[src/rtl/instr_pkg.sv]
// Shared types and constants for the RV32I immediate extender/encoder pair.
package instr_pkg;

    typedef enum logic [1:0] {
        IMM_I = 2'b00,
        IMM_S = 2'b01,
        IMM_B = 2'b10,
        IMM_J = 2'b11
    } immsrc_t;

    localparam logic [6:0] OP_IMM    = 7'h13;
    localparam logic [6:0] OP_STORE  = 7'h23;
    localparam logic [6:0] OP_BRANCH = 7'h63;
    localparam logic [6:0] OP_JAL    = 7'h6F;

    // Occupancy of the output register / skid register pair.
    typedef enum logic [1:0] {
        BUF_EMPTY = 2'b00,
        BUF_ONE   = 2'b01,
        BUF_TWO   = 2'b10
    } buf_state_t;

endpackage

[src/rtl/imm_pack.sv]
// Combinational packer: scatters a sign-extended immediate into the I/S/B/J
// layout and flags immediates that do not fit or are misaligned.
module imm_pack
    import instr_pkg::*;
#(
    parameter bit CHECK_EN = 1'b1
) (
    input  immsrc_t     immsrc,
    input  logic [6:0]  opcode,
    input  logic [4:0]  rd,
    input  logic [2:0]  funct3,
    input  logic [4:0]  rs1,
    input  logic [4:0]  rs2,
    input  logic [31:0] imm,
    output logic [31:0] instr,
    output logic        err
);

    logic range_err;

    always_comb begin
        instr     = '0;
        range_err = 1'b0;
        case (immsrc)
            IMM_I: begin
                instr     = {imm[11:0], rs1, funct3, rd, opcode};
                range_err = !((&imm[31:11]) || !(|imm[31:11]));
            end
            IMM_S: begin
                instr     = {imm[11:5], rs2, rs1, funct3, imm[4:0], opcode};
                range_err = !((&imm[31:11]) || !(|imm[31:11]));
            end
            IMM_B: begin
                instr     = {imm[12], imm[10:5], rs2, rs1, funct3, imm[4:1], imm[11], opcode};
                range_err = !((&imm[31:12]) || !(|imm[31:12])) || imm[0];
            end
            IMM_J: begin
                instr     = {imm[20], imm[10:1], imm[11], imm[19:12], rd, opcode};
                range_err = !((&imm[31:20]) || !(|imm[31:20])) || imm[0];
            end
            default: begin
                instr     = '0;
                range_err = 1'b0;
            end
        endcase
    end

    // With checking disabled the truncated word goes out unflagged.
    assign err = CHECK_EN ? range_err : 1'b0;

endmodule

[src/rtl/instr_encoder.sv]
// Valid/ready instruction encoder: packs fields into an RV32I word and
// delivers it through a two-entry (output + skid) buffer with delivery counters.
//
// state     | meaning
// BUF_EMPTY | nothing held, o_valid=0
// BUF_ONE   | output register holds the head entry, skid free
// BUF_TWO   | output and skid both hold entries, o_ready=0
module instr_encoder
    import instr_pkg::*;
#(
    parameter int CNT_W    = 16,
    parameter bit CHECK_EN = 1'b1
) (
    input  logic             i_clk,
    input  logic             i_rst,
    input  logic             i_valid,
    output logic             o_ready,
    input  logic [1:0]       i_immsrc,
    input  logic [6:0]       i_opcode,
    input  logic [4:0]       i_rd,
    input  logic [2:0]       i_funct3,
    input  logic [4:0]       i_rs1,
    input  logic [4:0]       i_rs2,
    input  logic [31:0]      i_imm,
    output logic             o_valid,
    input  logic             i_ready,
    output logic [31:0]      o_instr,
    output logic             o_err,
    output logic [CNT_W-1:0] o_enc_count,
    output logic [CNT_W-1:0] o_err_count
);

    localparam logic [CNT_W-1:0] CNT_MAX = '1;

    buf_state_t  state;
    buf_state_t  state_nxt;
    logic [31:0] pack_instr;
    logic        pack_err;
    logic [31:0] out_instr;
    logic        out_err;
    logic [31:0] skid_instr;
    logic        skid_err;
    logic        load_out;
    logic        out_from_skid;
    logic        load_skid;
    logic        accept;
    logic        consume;

    imm_pack #(
        .CHECK_EN (CHECK_EN)
    ) u_imm_pack (
        .immsrc (immsrc_t'(i_immsrc)),
        .opcode (i_opcode),
        .rd     (i_rd),
        .funct3 (i_funct3),
        .rs1    (i_rs1),
        .rs2    (i_rs2),
        .imm    (i_imm),
        .instr  (pack_instr),
        .err    (pack_err)
    );

    // Both flags decode the state register only, so i_ready never reaches o_ready.
    assign o_valid = (state != BUF_EMPTY);
    assign o_ready = (state != BUF_TWO);
    assign o_instr = out_instr;
    assign o_err   = out_err;
    assign accept  = i_valid && o_ready;
    assign consume = o_valid && i_ready;

    always_ff @(posedge i_clk) begin
        if (i_rst) begin
            state <= BUF_EMPTY;
        end else begin
            state <= state_nxt;
        end
    end

    always_comb begin
        state_nxt     = state;
        load_out      = 1'b0;
        out_from_skid = 1'b0;
        load_skid     = 1'b0;
        case (state)
            BUF_EMPTY: begin
                if (accept) begin
                    load_out  = 1'b1;
                    state_nxt = BUF_ONE;
                end
            end
            BUF_ONE: begin
                if (accept && consume) begin
                    load_out = 1'b1;
                end else if (accept) begin
                    load_skid = 1'b1;
                    state_nxt = BUF_TWO;
                end else if (consume) begin
                    state_nxt = BUF_EMPTY;
                end
            end
            BUF_TWO: begin
                if (consume) begin
                    load_out      = 1'b1;
                    out_from_skid = 1'b1;
                    state_nxt     = BUF_ONE;
                end
            end
            default: state_nxt = BUF_EMPTY;
        endcase
    end

    always_ff @(posedge i_clk) begin
        if (i_rst) begin
            out_instr  <= '0;
            out_err    <= 1'b0;
            skid_instr <= '0;
            skid_err   <= 1'b0;
        end else begin
            if (load_out) begin
                out_instr <= out_from_skid ? skid_instr : pack_instr;
                out_err   <= out_from_skid ? skid_err   : pack_err;
            end
            if (load_skid) begin
                skid_instr <= pack_instr;
                skid_err   <= pack_err;
            end
        end
    end

    always_ff @(posedge i_clk) begin
        if (i_rst) begin
            o_enc_count <= '0;
            o_err_count <= '0;
        end else if (consume) begin
            if (o_enc_count != CNT_MAX) begin
                o_enc_count <= o_enc_count + CNT_W'(1);
            end
            if (out_err && (o_err_count != CNT_MAX)) begin
                o_err_count <= o_err_count + CNT_W'(1);
            end
        end
    end

endmodule

[config.mk]
export PLATFORM = sky130hd
export DESIGN_NAME = instr_encoder
export DESIGN_NICKNAME = d
export VERILOG_FILES = /design/src/rtl/instr_pkg.sv /design/src/rtl/imm_pack.sv /design/src/rtl/instr_encoder.sv
export SDC_FILE = /design/constraint.sdc
export NUM_CORES = 1
export LEC_CHECK = 0
export CELL_PAD_IN_SITES_DETAIL_PLACEMENT = 1
export CELL_PAD_IN_SITES_GLOBAL_PLACEMENT = 1
export CORE_UTILIZATION = 39
export CTS_BUF_LIST = sky130_fd_sc_hd__clkbuf_2 sky130_fd_sc_hd__clkbuf_4 sky130_fd_sc_hd__clkbuf_8
export DETAILED_ROUTE_END_ITERATION = 10
export GPL_TIMING_DRIVEN = 0
export HOLD_SLACK_MARGIN = 0.08
export PLACE_DENSITY_LB_ADDON = 0.12
export SYNTH_ARGS = -nofsm -noshare
export SYNTH_HDL_FRONTEND = slang
export SYNTH_SLANG_ARGS = --single-unit
[constraint.sdc]
create_clock -name i_clk -period 3 [get_ports i_clk]
set_input_delay 0.6 -clock i_clk [delete_from_list [all_inputs] [get_ports i_clk]]
set_output_delay 0.6 -clock i_clk [all_outputs]
set_load 0.005 [all_outputs]
==> results.py <==
metrics = {
    "status": {
        "status": "finished with violations",
        "violations": "design-rule violations",
    },
    "placed_design": {
        "place_area_um2": 6090,
        "routabilityCongestion": 0.841,
        "dp_cells": 817,
        "port_buffers": 127,
        "post-place-ws_ps": 293,
        "hpwl_um": 10900,
    },
    "sta": {
        "fin_setup_tns_ps": 0,
        "max_freq_mhz": 430,
        "final_hold_viol_count": 0,
        "setup_viol": 0,
        "timing.final.crit_share_pct": 77.4,
        "rsz0062_at_grt": "no",
        "drv_slew": 0,
        "worst_slew_pin_slew_ps": 634,
        "fin_ws_ps": 677,
        "holdWs_ps": 460,
        "period_minus_slack_ps": 2320,
        "fin_skew_ps": 9.91,
        "max-slew-margin-rel_pct": 57.7,
    },
    "synth": {
        "synth_edf_count": 0,
        "synth_cell_types": 47,
        "synth_nets": 612,
        "async_flop_share_pct": 0,
        "yosysWarnings": 0,
        "synth_seq_cells": 100,
        "syn-instance-count": 547,
        "synth_flop_cell": "dfxtp_1",
        "syn_area_um2": 4640,
        "yosysSeqAreaShare_pct": 43.2,
        "syn_area_per_cell_um2": 8.48,
    },
    "grt": {
        "grt_pass1_wl_um": 23600,
        "grtUsageTotal_pct": 24.0,
        "grt_max_degree": 17,
        "grt_pass1_vias": 4715,
        "grt_overflow": 0,
        "antenna_found_initial": 0,
    },
    "detailed_routing": {
        "drcViolationCount": 22,
        "first_pass_iters": 8,
        "drtIter0Drc": 196,
        "vias_per_cell": 5.51,
        "wirelength_um": 14200,
        "vias": 4591,
        "final_antenna_net_count": 0,
        "wl_per_cell_um": 17.1,
    },
    "clock_tree": {
        "numCtsBuffers": 9,
        "cts-root-buf": "clkbuf_8",
        "h-tree-depth": 3,
        "hold_buffers": 0,
        "postCtsSetupBuffers": 0,
        "clockBufferDepth": 2,
        "clk_latency_ps": 380,
        "cts.sinks": 100,
        "tritoncts": "yes",
        "clk_pin_slew_ps": 90,
        "post_cts_resize_count": 0,
    },
    "cells_and_area": {
        "final_area_um2": 6290,
        "fin_util_pct": 54.7,
        "n_fill_cell": 1397,
        "layout.cells.non_filler": 833,
        "syn_to_final_growth_pct": 35.7,
        "final_common_cell": "clkdlybuf4s50_1",
        "diodes": 0,
        "drive_above_1_share_pct": 6.23,
        "mostFrequentLayoutCells": "clkdlybuf4s50_1 (127), dfxtp_1 (100), nor2_1 (92), nand2_1 (56), a211oi_1 (51)",
        "nNetsFinal": 750,
    },
    "setup_path": {
        "critPathKind": "input port to flop",
        "required_ps": 3270,
        "critPathTopFamily": "buffers and inverters",
        "ff2ff_path_depth": 7,
        "cp_max_fo": 10,
        "regToRegSetupSlack_ps": 1000,
        "cp_cell_sequence": "clkdlybuf4s50_1 > clkbuf_1 > nand2_1 > mux2i_1 > a211oi_1 > a21oi_1 > nor2_1",
        "path_depth": 7,
        "path_buf_inv": 2,
        "cp-end-kind": "flop",
        "arrival_ps": 2590,
        "crit_slowest_cell": "clkdlybuf4s50_1",
        "cp_slowest_stage_delay_ps": 530,
        "critPathLaunchType": "input port",
    },
    "floorplan": {
        "rows": 39,
        "initial_core_util_pct": 40.3,
        "placeableCoreArea_um2": 11500,
        "die_h_um": 111,
        "io_pins": 130,
        "die_x_um": 111,
        "dieArea_um2": 12300,
    },
    "power_and_ir_drop": {
        "power_mw": 2.76,
        "p_leak_nw": 2.33,
        "powerDensity_nw_per_um2": 439,
        "ir_worst_vdd_mv": 0.285,
    },
    "min_path": {
        "hold_depth": 2,
        "min_path_type": "flop to flop",
    },
    "job": {
        "cap_viol_max_count": 0,
    },
}
==> layout make-up <==
class,instances,area [um2],area share (%)
clock inverter,5,61.3,0.974
timing repair buffer,127,1270,20.2
sequential,100,2000,31.8
clock buffer,11,145,2.31
inverter,3,11.3,0.179
tap,143,179,2.84
multi-input combinational,407,2460,39.0
buffer,37,168,2.66
==> state kept, by name, summed over array words and instances, names as in the netlist <==
signal       cells
skid_err         1
state            2
o_err_count     16
o_err            1
o_instr         32
o_enc_count     16
skid_instr      32
==> cell families after synthesis <==
kind of cell / synth area share [%]
compound gates: 18.3
simple gates: 22.6
xor+xnor: 3.78
buf+inv: 3.86
fa+ha+maj: 0.539
mux: 7.77
flops: 43.2
==> worst min-delay path, delay by kind of cell (launching register included) <==
family | cells | cell delay [ps]
flip-flops | 1 | 320
AND/OR/NAND/NOR | 1 | 50
AO/OA/AOI/OAI | 1 | 50
==> Yosys cell counts, types with 2 or more instances <==
| library cell | number | share of area (%) |
|---|---|---|
| dfxtp_1 | 100 | 43 |
| nor2_1 | 92 | 7.4 |
| nand2_1 | 56 | 4.5 |
| a211oi_1 | 51 | 8.3 |
| a21oi_1 | 46 | 5.0 |
| mux2i_1 | 36 | 7.8 |
| buf_2 | 17 | 1.8 |
| xnor2_1 | 16 | 3.0 |
| clkbuf_1 | 15 | 1.2 |
| nor4_1 | 12 | 1.6 |
| nand3_1 | 10 | 1.1 |
| nand4_1 | 10 | 1.3 |
| o21ai_0 | 7 | 0.76 |
| nor3_1 | 6 | 0.65 |
| and4_1 | 5 | 0.94 |
| nor2b_1 | 4 | 0.54 |
| o211ai_1 | 4 | 0.65 |
| o31ai_1 | 4 | 0.65 |
| or2_2 | 4 | 0.54 |
| or3_1 | 4 | 0.54 |
| xor2_1 | 4 | 0.76 |
| buf_1 | 3 | 0.24 |
| inv_1 | 3 | 0.24 |
| nand2b_1 | 3 | 0.40 |
| o21ai_1 | 3 | 0.32 |
| or4_1 | 3 | 0.49 |
| and2_1 | 2 | 0.27 |
| and3_1 | 2 | 0.27 |
| buf_4 | 2 | 0.32 |
| ha_1 | 2 | 0.54 |
| nor3b_1 | 2 | 0.32 |
| nor4b_4 | 2 | 1.0 |
| o2111ai_1 | 2 | 0.38 |
| o41ai_1 | 2 | 0.38 |
==> final timing paths <==
path	end	start
worst max-delay path	o_instr[12]	i_immsrc[1]
worst min register to register	skid_instr[25]	skid_instr[25]
worst min-delay path	skid_instr[25]	skid_instr[25]
worst max register to register	o_err_count[0]	o_err_count[0]
==> power by group <==
group / leakage (nW) / internal, mW / switching (mW)
logic: 1.42 / 0.230 / 0.210
clock network: 0.0952 / 0.419 / 0.484
registers: 0.815 / 1.39 / 0.0349
==> per-layer routing <==
layer,routed length (um),track usage [%],up-vias
met2,7150,42.7,104
li1,-,-,2242
met1,6150,28.4,2233
met4,146,5.95,0
met3,797,6.67,12
met5,0,0,-
Power figures use the tool's default switching activity.
